==> src/rtl/mhsa_host_loader.sv <==
// mhsa_host_loader: host-side command engine driving the MHSA wrapper SRAM and control port.
// Ports: cmd_* command channel, in_* LOAD stream, out_* READ stream, soc_* SRAM port,
//        start/input_base/output_base/done accelerator control, busy/err status.
module mhsa_host_loader #(
  parameter int          WIDTH       = 64,
  parameter int          LEN_W       = 16,
  parameter logic [31:0] ADDR_LIMIT  = 32'h0000_4000,
  parameter int          TIMEOUT_CYC = 1048576
) (
  input  logic             clk,
  input  logic             rst_n,
  input  logic             cmd_valid,
  output logic             cmd_ready,
  input  logic [1:0]       cmd_op,
  input  logic [31:0]      cmd_addr,
  input  logic [31:0]      cmd_aux,
  input  logic [LEN_W-1:0] cmd_len,
  input  logic             in_valid,
  output logic             in_ready,
  input  logic [WIDTH-1:0] in_data,
  output logic             out_valid,
  input  logic             out_ready,
  output logic [WIDTH-1:0] out_data,
  output logic             busy,
  output logic             err,
  output logic             soc_write_en,
  output logic [WIDTH-1:0] soc_data_in,
  output logic [31:0]      soc_addr,
  input  logic [WIDTH-1:0] soc_data_out,
  output logic             start,
  output logic [31:0]      input_base,
  output logic [31:0]      output_base,
  input  logic             done
);

  localparam int TW = $clog2(TIMEOUT_CYC + 1);
  localparam logic [TW-1:0] TMO_MAX = TW'(TIMEOUT_CYC);

  typedef enum logic [1:0] {IDLE, LOAD, RUN, READ} state_t;

  state_t           state, state_nxt;
  logic [31:0]      addr, soc_addr_q;
  logic [LEN_W-1:0] rem, pop_rem;
  logic [TW-1:0]    tmo, tmo_nxt;
  logic [WIDTH-1:0] fifo [2];
  logic             wp, rp, inflight;
  logic [1:0]       cnt;
  logic             accept, bad, range_bad;
  logic             issue, pop, err_set;

  assign cmd_ready   = rst_n && (state == IDLE);
  assign accept      = cmd_valid && cmd_ready;
  assign range_bad   = (33'(cmd_addr) + 33'(cmd_len)) > 33'(ADDR_LIMIT);
  assign bad         = (cmd_op == 2'd3) ||
                       ((cmd_op != 2'd1) && ((cmd_len == '0) || range_bad));
  assign busy        = (state != IDLE);
  assign in_ready    = (state == LOAD);
  assign out_valid   = (state == READ) && (cnt != 2'd0);
  assign out_data    = fifo[rp];
  assign pop         = out_valid && out_ready;
  assign soc_data_in = soc_write_en ? in_data : '0;
  assign tmo_nxt     = tmo + TW'(1);

  // First READ word is issued in the accept cycle so data lands
  // two cycles after accept. A pop in the same cycle frees a slot.
  always_comb begin
    state_nxt    = state;
    soc_write_en = 1'b0;
    soc_addr     = soc_addr_q;
    issue        = 1'b0;
    err_set      = 1'b0;
    unique case (state)
      IDLE: begin
        if (accept) begin
          if (bad) begin
            err_set = 1'b1;
          end else begin
            case (cmd_op)
              2'd0: state_nxt = LOAD;
              2'd1: state_nxt = RUN;
              default: begin
                state_nxt = READ;
                issue     = 1'b1;
                soc_addr  = cmd_addr;
              end
            endcase
          end
        end
      end
      LOAD: begin
        if (in_valid) begin
          soc_write_en = 1'b1;
          soc_addr     = addr;
          if (rem == LEN_W'(1)) state_nxt = IDLE;
        end
      end
      RUN: begin
        soc_addr = '0;
        if (done) begin
          state_nxt = IDLE;
        end else if (tmo_nxt == TMO_MAX) begin
          state_nxt = IDLE;
          err_set   = 1'b1;
        end
      end
      READ: begin
        issue = (rem != '0) &&
                (({1'b0, cnt} + {2'b0, inflight}) < (3'd2 + {2'b0, pop}));
        if (issue) soc_addr = addr;
        if (pop && (pop_rem == LEN_W'(1))) state_nxt = IDLE;
      end
      default: ;
    endcase
  end

  always_ff @(posedge clk) begin
    if (!rst_n) state <= IDLE;
    else        state <= state_nxt;
  end

  always_ff @(posedge clk) begin
    if (!rst_n) begin
      addr        <= '0;
      soc_addr_q  <= '0;
      rem         <= '0;
      pop_rem     <= '0;
      tmo         <= '0;
      fifo[0]     <= '0;
      fifo[1]     <= '0;
      wp          <= 1'b0;
      rp          <= 1'b0;
      inflight    <= 1'b0;
      cnt         <= '0;
      start       <= 1'b0;
      input_base  <= '0;
      output_base <= '0;
      err         <= 1'b0;
    end else begin
      soc_addr_q <= soc_addr;
      err        <= err_set;
      inflight   <= issue;
      if ((state == IDLE) && accept && !bad) begin
        tmo     <= '0;
        pop_rem <= cmd_len;
        if (cmd_op == 2'd2) begin
          addr <= cmd_addr + 32'd1;
          rem  <= cmd_len - LEN_W'(1);
        end else begin
          addr <= cmd_addr;
          rem  <= cmd_len;
        end
        if (cmd_op == 2'd1) begin
          start       <= 1'b1;
          input_base  <= cmd_addr;
          output_base <= cmd_aux;
        end
      end
      if (soc_write_en || ((state == READ) && issue)) begin
        addr <= addr + 32'd1;
        rem  <= rem - LEN_W'(1);
      end
      if (state == RUN) begin
        tmo <= tmo_nxt;
        if (state_nxt == IDLE) start <= 1'b0;
      end
      if (inflight) begin
        fifo[wp] <= soc_data_out;
        wp       <= ~wp;
      end
      if (pop) begin
        rp      <= ~rp;
        pop_rem <= pop_rem - LEN_W'(1);
      end
      cnt <= cnt + {1'b0, inflight} - {1'b0, pop};
    end
  end

endmodule
==> config.mk <==
export PLATFORM = sky130hd
export DESIGN_NAME = mhsa_host_loader
export DESIGN_NICKNAME = d
export VERILOG_FILES = /design/src/rtl/mhsa_host_loader.sv
export SDC_FILE = /design/constraint.sdc
export NUM_CORES = 1
export LEC_CHECK = 0
export ABC_AREA = 1
export CORE_MARGIN = 5
export CORE_UTILIZATION = 25
export DETAILED_ROUTE_END_ITERATION = 8
export HOLD_SLACK_MARGIN = 0.05
export PLACE_DENSITY = 0.44
export SYNTH_ARGS = -nofsm -noshare
export SYNTH_HDL_FRONTEND = slang
export SYNTH_SLANG_ARGS = --single-unit
==> constraint.sdc <==
create_clock -name clk -period 4.42 [get_ports clk]
set_input_delay 0.663 -clock clk [delete_from_list [all_inputs] [get_ports clk]]
set_output_delay 0.663 -clock clk [all_outputs]
set_load 0.01 [all_outputs]
Word-level counts from Yosys, hierarchy flattened
Memories as Yosys holds them, arrays and structs flattened. A register that Yosys moved wholly into a read port is not among the register bits.
Cells that the tools add are included.
W data, S select, Z words.
{"block": "word_totals", "mem_count": 1, "wordCells": 117, "mem_bits_rw": 128, "out_inout_bits": 231, "in_bits": 216, "reg_bits": 190}
{"name": "fifo", "depth": 2, "width": 64, "rd": 1, "rd_clocked_by_memory_dff": 1, "write_ports": 2, "line": "45", "rtl": "logic [WIDTH-1:0] fifo [2];"}
{"block": "op_classes", "bitwise_logic": 2, "eq_ne": 10, "n_mux": 50, "n_reduce_logical": 27, "n_addsub": 11, "magnitude_cmp": 2}
{"op": "$mux W32", "count": 8}
{"op": "$mux W64", "count": 2}
{"op": "$pmux W32 S4", "count": 1}
{"op": "$mux W16", "count": 5}
{"op": "$add A32 B1 Y32 const B", "count": 2}
{"op": "$reduce_or A64 Y1", "count": 1}
{"op": "$sub A16 B1 Y16 const B", "count": 3}
{"op": "$mux W21", "count": 2}
{"op": "$add A32 B16 Y33", "count": 1}
{"op": "$gt A33 B15 Y1 const B", "count": 1}
{"op": "$eq A16 B1 Y1 const B", "count": 2}
{"op": "$add A21 B1 Y21 const B", "count": 1}
{"op": "$eq A21 B21 Y1 const B", "count": 1}
{"op": "$mux W1", "count": 21}
{"op": "$logic_not A16 Y1", "count": 1}
{"op": "$reduce_bool A16 Y1", "count": 1}
{"op": "$mux W2", "count": 7}
{"op": "$logic_and A1 B1 Y1", "count": 10}
{"op": "$reduce_bool A2 Y1", "count": 5}
{"op": "$eq A2 B2 Y1 const B", "count": 4}
{"op": "$pmux W2 S4", "count": 1}
{"op": "$logic_not A2 Y1", "count": 3}
{"op": "$eq A2 B1 Y1 const B", "count": 2}
{"op": "$pmux W1 S2", "count": 2}
{"op": "12 further kinds", "count": 15}

Depth between registers and ports, before layout
Gate-level depths: netlist of the first run.
{"block": "depth", "word_depth": 11, "depth_mapped": 27, "ltp_nobuf": 26}

Worst setup path after synthesis of the first run
OpenSTA, ideal clock, no wires.
{"block": "synth_timing", "path_kind": "input to output", "start": "input port cmd_addr[0]", "end": "output port soc_addr[14]", "n_path_buf": 1, "cell_stages": 17, "arrival_ns": 3.014, "required_time_ns": 3.757, "slack_ns": 0.743, "path_cell_list": "ha_1 -> fa_1 -> or2_2 -> a21oi_1 -> o21ai_0 -> nor2_1 -> nand2_1 -> nor2_1 -> nand3_1 -> nor2_1 -> nand3_1 -> nand2_1 -> nand3_2 -> inv_1 -> buf_2 -> o21ai_0 -> o21ai_1"}
{"block": "synth_between", "elab_chain_cells": 8}
{"element": "start: declaration", "line": "15", "rtl": "input logic [31:0] cmd_addr,"}
{"element": "$add A32 B16 Y33", "line": "53", "rtl": "assign range_bad = (33'(cmd_addr) + 33'(cmd_len)) > 33'(ADDR_LIMIT);"}
{"element": "$gt A33 B15 Y1", "line": "53"}
{"element": "$logic_or A1 B1 Y1", "line": "55", "rtl": "((cmd_op != 2'd1) && ((cmd_len == '0) || range_bad));"}
{"element": "$logic_and A1 B1 Y1", "line": "55"}
{"element": "$logic_or A1 B1 Y1", "line": "54", "rtl": "assign bad = (cmd_op == 2'd3) ||"}
{"element": "$mux W32", "line": "75", "rtl": "if (bad) begin"}
{"element": "$mux W32", "line": "74", "rtl": "if (accept) begin"}
{"element": "$pmux W32 S4", "line": "72", "rtl": "unique case (state)"}
{"element": "end: declaration", "line": "28", "rtl": "output logic [31:0] soc_addr,"}
No other way between the ends.

Worst setup path after layout of the first run
{"block": "layout_timing", "start": "input port cmd_addr[18]", "end": "output port soc_addr[11]"}
The elaborated chain is that of the path after synthesis.

==> impl_metrics.toml, run 1 <==
[setup_path]
crit_path_max_incr_delay_ns = 0.63
reg2reg_from = "state[0]"
r2r_slack_ns = 1.38
path_cells = "clkdlybuf4s50_1, nand2_2, nor2_4, nand2_1, nor2_2, nand2_2, nand4_1, nand2_1, inv_1, nand2_1, nor2_1, nand3_1, nand2_2, nand3_4, inv_4, buf_6, o21ai_0, o21ai_1, buf_2"
arrival_ns = 3.59
worst-setup-path-type = "primary input to primary output"
crit_path_start = "cmd_addr[18]"
crit_fanout = 7
critPathLaunchType = "primary input"
timing.rr.end = "addr[27]"
critPathBufInv = 5
rr_worst_depth = 16
end_kind = "primary output"
slowest_stage = "clkdlybuf4s50_1"
cp_top_family = "simple AND/OR/NAND/NOR gates"
crit_required_ns = 3.76

[synth]
yosys_warnings = 0
synth_ff_type = "dfxtp_1"
syn_inst = 2779
synth_compound_area_frac = 0.105
yosysSeqAreaShare = 0.397
synth-seq-cells = 319
synthDistinctLibCells = 41
synth_top_family_by_area = "simple AND/OR/NAND/NOR gates"
synthMuxAreaShare = 0.0373
synthSimpleGateAreaFrac = 0.294
post_synth_fa_ha_maj_area_fraction = 0.0224
synth_edf_count = 128
async_reset_ff_frac = 0
syn_nets = 3029
syn_area_sq_um = 19300
synth_xor_xnor_area_share = 0.0431
synth.avg_cell_area_sq_um = 6.94

[pwr]
vdd_drop_max_mv = 0.225
power_density_nw_per_um2 = 316
p_sw_mw = 2.76
leakagePower_nw = 12.4
clkPwrFrac = 0.382
comb_power_share = 0.242
p_int_mw = 6.07
total_power_mw = 8.84
pwr-share-seq = 0.375
p_sw_frac = 0.313

[layout]
post_route_cells_drive_above_1_share = 0.143
areaGrowthSynthToFinish_pct = 44.8
fill_cells = 8039
fin_area_sq_um = 27900
regArea_sq_um = 7670
multi_input_area_sq_um = 10200
fin_util = 0.367
nets = 3593

[floorplan]
placementRows = 101
die-area_sq_um = 82900
die_w_um = 288
die_h_um = 288
initial_utilization = 0.253
design.core.area_sq_um = 76200
pin_count = 447

[placement]
placed_area_sq_um = 26100
portBuffers = 446
globalplace.congestion = 0.923
pre_cts_ws_ns = -0.753
dpl.hpwl_mm = 62.0

[cts]
cts_tree = "yes"
clk_latency_ns = 0.58
clk_pin_slew_ns = 0.05
cts_sinks = 319
holdBufCountCts = 0
cts_buffer_depth = 3
cts_root_buf = "clkbuf_16"
htree_levels = 2
cts_buffers = 41

[route]
vias = 20000
wirelength_mm = 80.8
via_per_inst = 4.53
avgRoutedWirePerCell_um = 18.3
drt-pass1-iter-count = 5
drc = 0
final_antenna_net_count = 0
drt_iter0_markers = 1154

[timing]
worstMarginPinSlew_ns = 0.967
hold_ws_ns = 0.465
timing.final.crit_share = 0.963
min_period_ns = 4.26
drv_slew = 0
hold_viol = 0
slew_headroom = 0.355
rsz0062_at_grt = "no"
fmax_mhz = 235
finalSetupViolCount = 0
worst_slack_ns = 0.162
skew_ns = 0.0252

[grt]
grt_usage = 0.185
grt_pass1_vias = 19500
grt-ovfl-total = 0
grt_max_degree = 86
antenna_found_initial = 5
grt_pass1_wl_mm = 119

[worst_hold_path]
hold_path_class = "flop to flop"
hp-start = "pop_rem[1]"
holdPathStages = 2
worst_hold_path.endpoint = "pop_rem[1]"

[run_status]
outcome = "completed"

[run]
max_cap_violations = 0
==> flip-flops by register name, indices dropped and copies added, names as in the netlist, named ones only <==
signal       count
err              1
state            2
rem             16
tmo             21
addr            32
output_base     32
wp               1
input_base      32
fifo           128
start            1
cnt              2
rp               1
soc_addr_q      32
inflight         1
pop_rem         16
==> timing repair <==
item / 4_1_cts / 5_1_grt
cloned: 2 / 0
endpoints found under the setup margin: 32 / 32
resized for setup: 184 / 80
buffers inserted: 6 / 3
pin swaps: 32 / 25
==> metal layers <==
layer	wire [um]	vias up	GRT usage
met4	2630	2	0.0601
met1	36200	9348	0.246
li1	-	10000	-
met5	12	-	0
met2	38100	509	0.307
met3	3880	111	0.0315
==> placed cells by master, fill, tap and decap left out, types with 14 or more instances in the layout <==
master,synthesis,routed
a21oi_1,125,120
inv_1,365,363
nand4_1,36,36
dlygate4sd2_1,0,18
xor2_1,83,83
nor3_1,32,32
buf_4,2,189
nor2_2,6,21
clkdlybuf4s50_1,0,377
nand2_2,4,36
edfxtp_1,128,128
mux2_2,64,64
clkdlybuf4s15_1,0,15
or2_2,15,15
nor4_1,14,14
nor2_1,525,502
o21ai_0,207,198
nand3_1,137,130
o21ai_1,15,22
ha_1,33,19
a31oi_1,16,16
nand2_1,576,539
and2_1,15,15
dfxtp_1,191,190
o211ai_1,20,20
clkbuf_16,0,41
==> cells in the mapped netlist, types with 16 or more instances <==
library cell	n	area (sq um)
nand2_1	576	2160
nor2_1	525	1970
inv_1	365	1370
o21ai_0	207	1040
dfxtp_1	191	3820
nand3_1	137	686
edfxtp_1	128	3840
a21oi_1	125	626
clkbuf_1	95	357
xor2_1	83	727
mux2_2	64	721
nand4_1	36	225
ha_1	33	413
nor3_1	32	160
buf_2	23	115
o211ai_1	20	150
a31oi_1	16	100
==> worst reg2reg max path, stage by stage (launching register included) <==
cell      delay, ns
dfxtp_1        0.45
inv_1          0.15
ha_1           0.30
nand2_1        0.08
inv_1          0.05
nand2_1        0.20
nor2_1         0.11
buf_4          0.18
nand3_4        0.14
buf_12         0.14
buf_8          0.15
nand2_2        0.11
nand3_4        0.09
buf_4          0.33
o211ai_1       0.25
nand2_1        0.11
a21oi_1        0.06
==> area by class of cell <==
type / count / share of cell area
sequential: 319 / 0.274
tap: 1030 / 0.0461
antenna: 4 / 0.000358
clock buffer: 56 / 0.0405
multi-input combinational: 1957 / 0.363
timing repair buffer: 650 / 0.217
clock inverter: 19 / 0.00770
inverter: 374 / 0.0503
==> per-stage QoR <==
step	setup TNS, ns	std cells
floorplan	0	2779
global placement	-35.53	4319
detailed placement	-34.93	4319
CTS	0	4402
global route	0	4408
finish	0	4409
==> kinds of logic after synthesis <==
| family | Yosys count |
|---|---|
| AO/OA/AOI/OAI | 388 |
| XOR/XNOR | 95 |
| adder cells (fa/ha/maj) | 34 |
| buffers and inverters | 503 |
| flip-flops | 319 |
| multiplexers | 64 |
| AND/OR/NAND/NOR | 1376 |
==> power by group through the flow <==
stage / clock network [mW] / registers [mW] / logic [mW]
floorplan: 0 / 3.36 / 1.08
global placement: 0 / 3.37 / 2.09
detailed placement: 0 / 3.38 / 2.10
CTS: 3.51 / 3.31 / 2.14
global route: 3.63 / 3.33 / 2.37
finish: 3.38 / 3.31 / 2.14
==> worst max-delay path by stage <==
| stage | endpoint | cells past startpoint | slack (ns) |
|---|---|---|---|
| 3_5_place_dp | soc_addr[11] | 21 | -0.75 |
| 3_3_place_gp | soc_addr[9] | 21 | -0.73 |
| 5_1_grt | soc_addr[8] | 21 | 0.0003 |
| 6_report | soc_addr[11] | 19 | 0.16 |
| 2_1_floorplan | soc_addr[14] | 17 | 0.74 |
| 4_1_cts | soc_addr[11] | 23 | 0.0001 |
No activity file was read; power rests on OpenSTA's default activity.
==> inputs of run 2 (changes only) <==
CORE_UTILIZATION = 36   (was 25)
MAX_ROUTING_LAYER = met4   (was not set)
PLACE_DENSITY = 0.59   (was 0.44)
==> impl_metrics.toml, run 2 (synthesis gave the netlist of run 1 again) <==
[layout]
areaGrowthSynthToFinish_pct = 41.0
fin_util = 0.515
final_cell_mix = "nand2_1, nor2_1, clkdlybuf4s50_1"
post_route_cells_drive_above_1_share = 0.133
nets = 3584
regMostFlops = "fifo"
regArea_sq_um = 7670
largest_register_ffs = 128
fill_cells = 5167
multi_input_area_sq_um = 10100
fin_cells = 4050
final_common_cell = "nand2_1"

[pwr]
power_density_nw_per_um2 = 309
comb_power_share = 0.247
clkPwrFrac = 0.358
vdd_drop_max_mv = 0.299
leakagePower_nw = 12.2
p_sw_frac = 0.316
p_sw_mw = 2.66
pwr-share-seq = 0.395
p_int_mw = 5.74

[floorplan]
placementRows = 84
die-area_sq_um = 58300
die_w_um = 242
pin_count = 447
die_h_um = 242
initial_utilization = 0.365
design.core.area_sq_um = 52900

[route]
highest-signal-layer = "met4"
avgRoutedWirePerCell_um = 17.7
drt_iter0_markers = 1373
final_antenna_net_count = 0
drc = 0
drt-met1-wl_mm = 32.6
wl_met3_mm = 4.51
dr_wl_met2_mm = 32.7
wirelength_mm = 71.7
vias = 20200
via_per_inst = 4.98
drt-pass1-iter-count = 5

[timing]
timing.final.crit_share = 0.965
hold_viol = 0
finalSetupViolCount = 0
setup_tns_ns = 0
slew_headroom = 0.336
drv_slew = 0
worstMarginPinSlew_ns = 0.992
fmax_mhz = 235
min_period_ns = 4.26
rsz0062_at_grt = "no"
skew_ns = 0.0202
hold_ws_ns = 0.471

[grt]
antenna_found_initial = 1
grt_pass1_vias = 19400
grt_max_degree = 86
grt_usage = 0.240
grt_pass1_wl_mm = 111
grt-ovfl-total = 0

[cts]
clk_latency_ns = 0.57
htree_levels = 2
clk_pin_slew_ns = 0.06
holdBufCountCts = 0
cts_tree = "yes"
cts_root_buf = "clkbuf_16"
cts_buffers = 39
cts_buffer_depth = 3
cts_sinks = 319

[setup_path]
critPathBufInv = 6
end_kind = "primary output"
crit_path_max_incr_delay_ns = 0.33
arrival_ns = 3.60
path_cells = "dlygate4sd2_1, ha_4, nand2_2, nor2_1, buf_4, nand2_1, nor2_1, nand2_1, nand3_2, nand2_1, nand2_1, nand2_1, nor2_1, nand2_1, nor2_4, nand3_4, buf_6, buf_12, buf_16, nand3_1, nand2_1, dlygate4sd2_1"
worst-setup-path-type = "primary input to primary output"
cp_top_family = "simple AND/OR/NAND/NOR gates"
crit_fanout = 4
critPathLaunchType = "primary input"
slowest_stage = "ha_4"
crit_top_cell = "nand2_1"
crit_required_ns = 3.76

[worst_hold_path]
hold_path_class = "flop to flop"

[placement]
dpl.hpwl_mm = 54.8
portBuffers = 446
placed_cells = 3967
globalplace.congestion = 1.03

[run]
max_cap_violations = 0

[run_status]
outcome = "completed"
run 2: final cells by class:
| class | count | share of cell area |
|---|---|---|
| diodes | 1 | 0.0000920 |
| clock buffers | 52 | 0.0384 |
| clock inverters | 16 | 0.00561 |
| inverters | 374 | 0.0517 |
| multi-input cells | 1957 | 0.370 |
| flip-flops and latches | 319 | 0.282 |
| well taps | 688 | 0.0316 |
| repair buffers | 643 | 0.221 |
run 2: worst reg2reg max path, cell delays in order, from the launching register on:
cell and delay [ns]:
dfxtp_1 0.43, ha_1 0.24, nand2_1 0.10, nor2_1 0.32
nand3_1 0.19, nor2_1 0.19, xor2_1 0.22, nand2_1 0.08
nor2_1 0.11, nand3_1 0.08, nor2_1 0.15, nand3_1 0.25
nand3_1 0.16, nand3_1 0.07, nand2_1 0.07, inv_1 0.07
nor2_1 0.14, nand3_1 0.14, nand2_1 0.08, inv_1 0.03
run 2: path summary, 6_finish.rpt:
kind | start | to | slack (ns) | cells after the start
setup / recovery | cmd_len[10] | soc_addr[17] | 0.16 | 22
hold / removal | pop_rem[1] | pop_rem[1] | 0.47 | 2
setup reg to reg | tmo[0] | start | 1.21 | 19
hold reg to reg | pop_rem[1] | pop_rem[1] | 0.47 | 2
run 2: power groups by stage:
stage / clock network [mW] / registers [mW] / logic [mW]
2_1_floorplan: 0 / 3.36 / 1.08
5_1_grt: 3.23 / 3.34 / 2.27
6_report: 3.01 / 3.32 / 2.07
3_5_place_dp: 0 / 3.38 / 2.03
4_1_cts: 3.10 / 3.32 / 2.05
3_3_place_gp: 0 / 3.37 / 2.01
run 2: routing by layer:
layer | up-vias | global-route usage
li1 | 9967 | -
met1 | 9425 | 0.321
met2 | 656 | 0.381
met3 | 102 | 0.0417
met4 | 0 | 0.0598
met5 | - | -
run 2: repair_timing:
item,4_1_cts,5_1_grt
gates resized for setup,143,79
endpoints found under the setup margin,32,32
buffers inserted,9,2
cloned,3,0
pin swaps,14,22
run 2: through the flow:
stage          area, sq um  worst slack [ns]  power [mW]
6_report             27200             0.157        8.40
4_1_cts              27200          -0.00443        8.47
5_1_grt              27200          0.000713        8.84
3_5_place_dp         25600            -0.677        5.41
3_3_place_gp         25600            -0.657        5.38
2_1_floorplan        19300             0.743        4.44
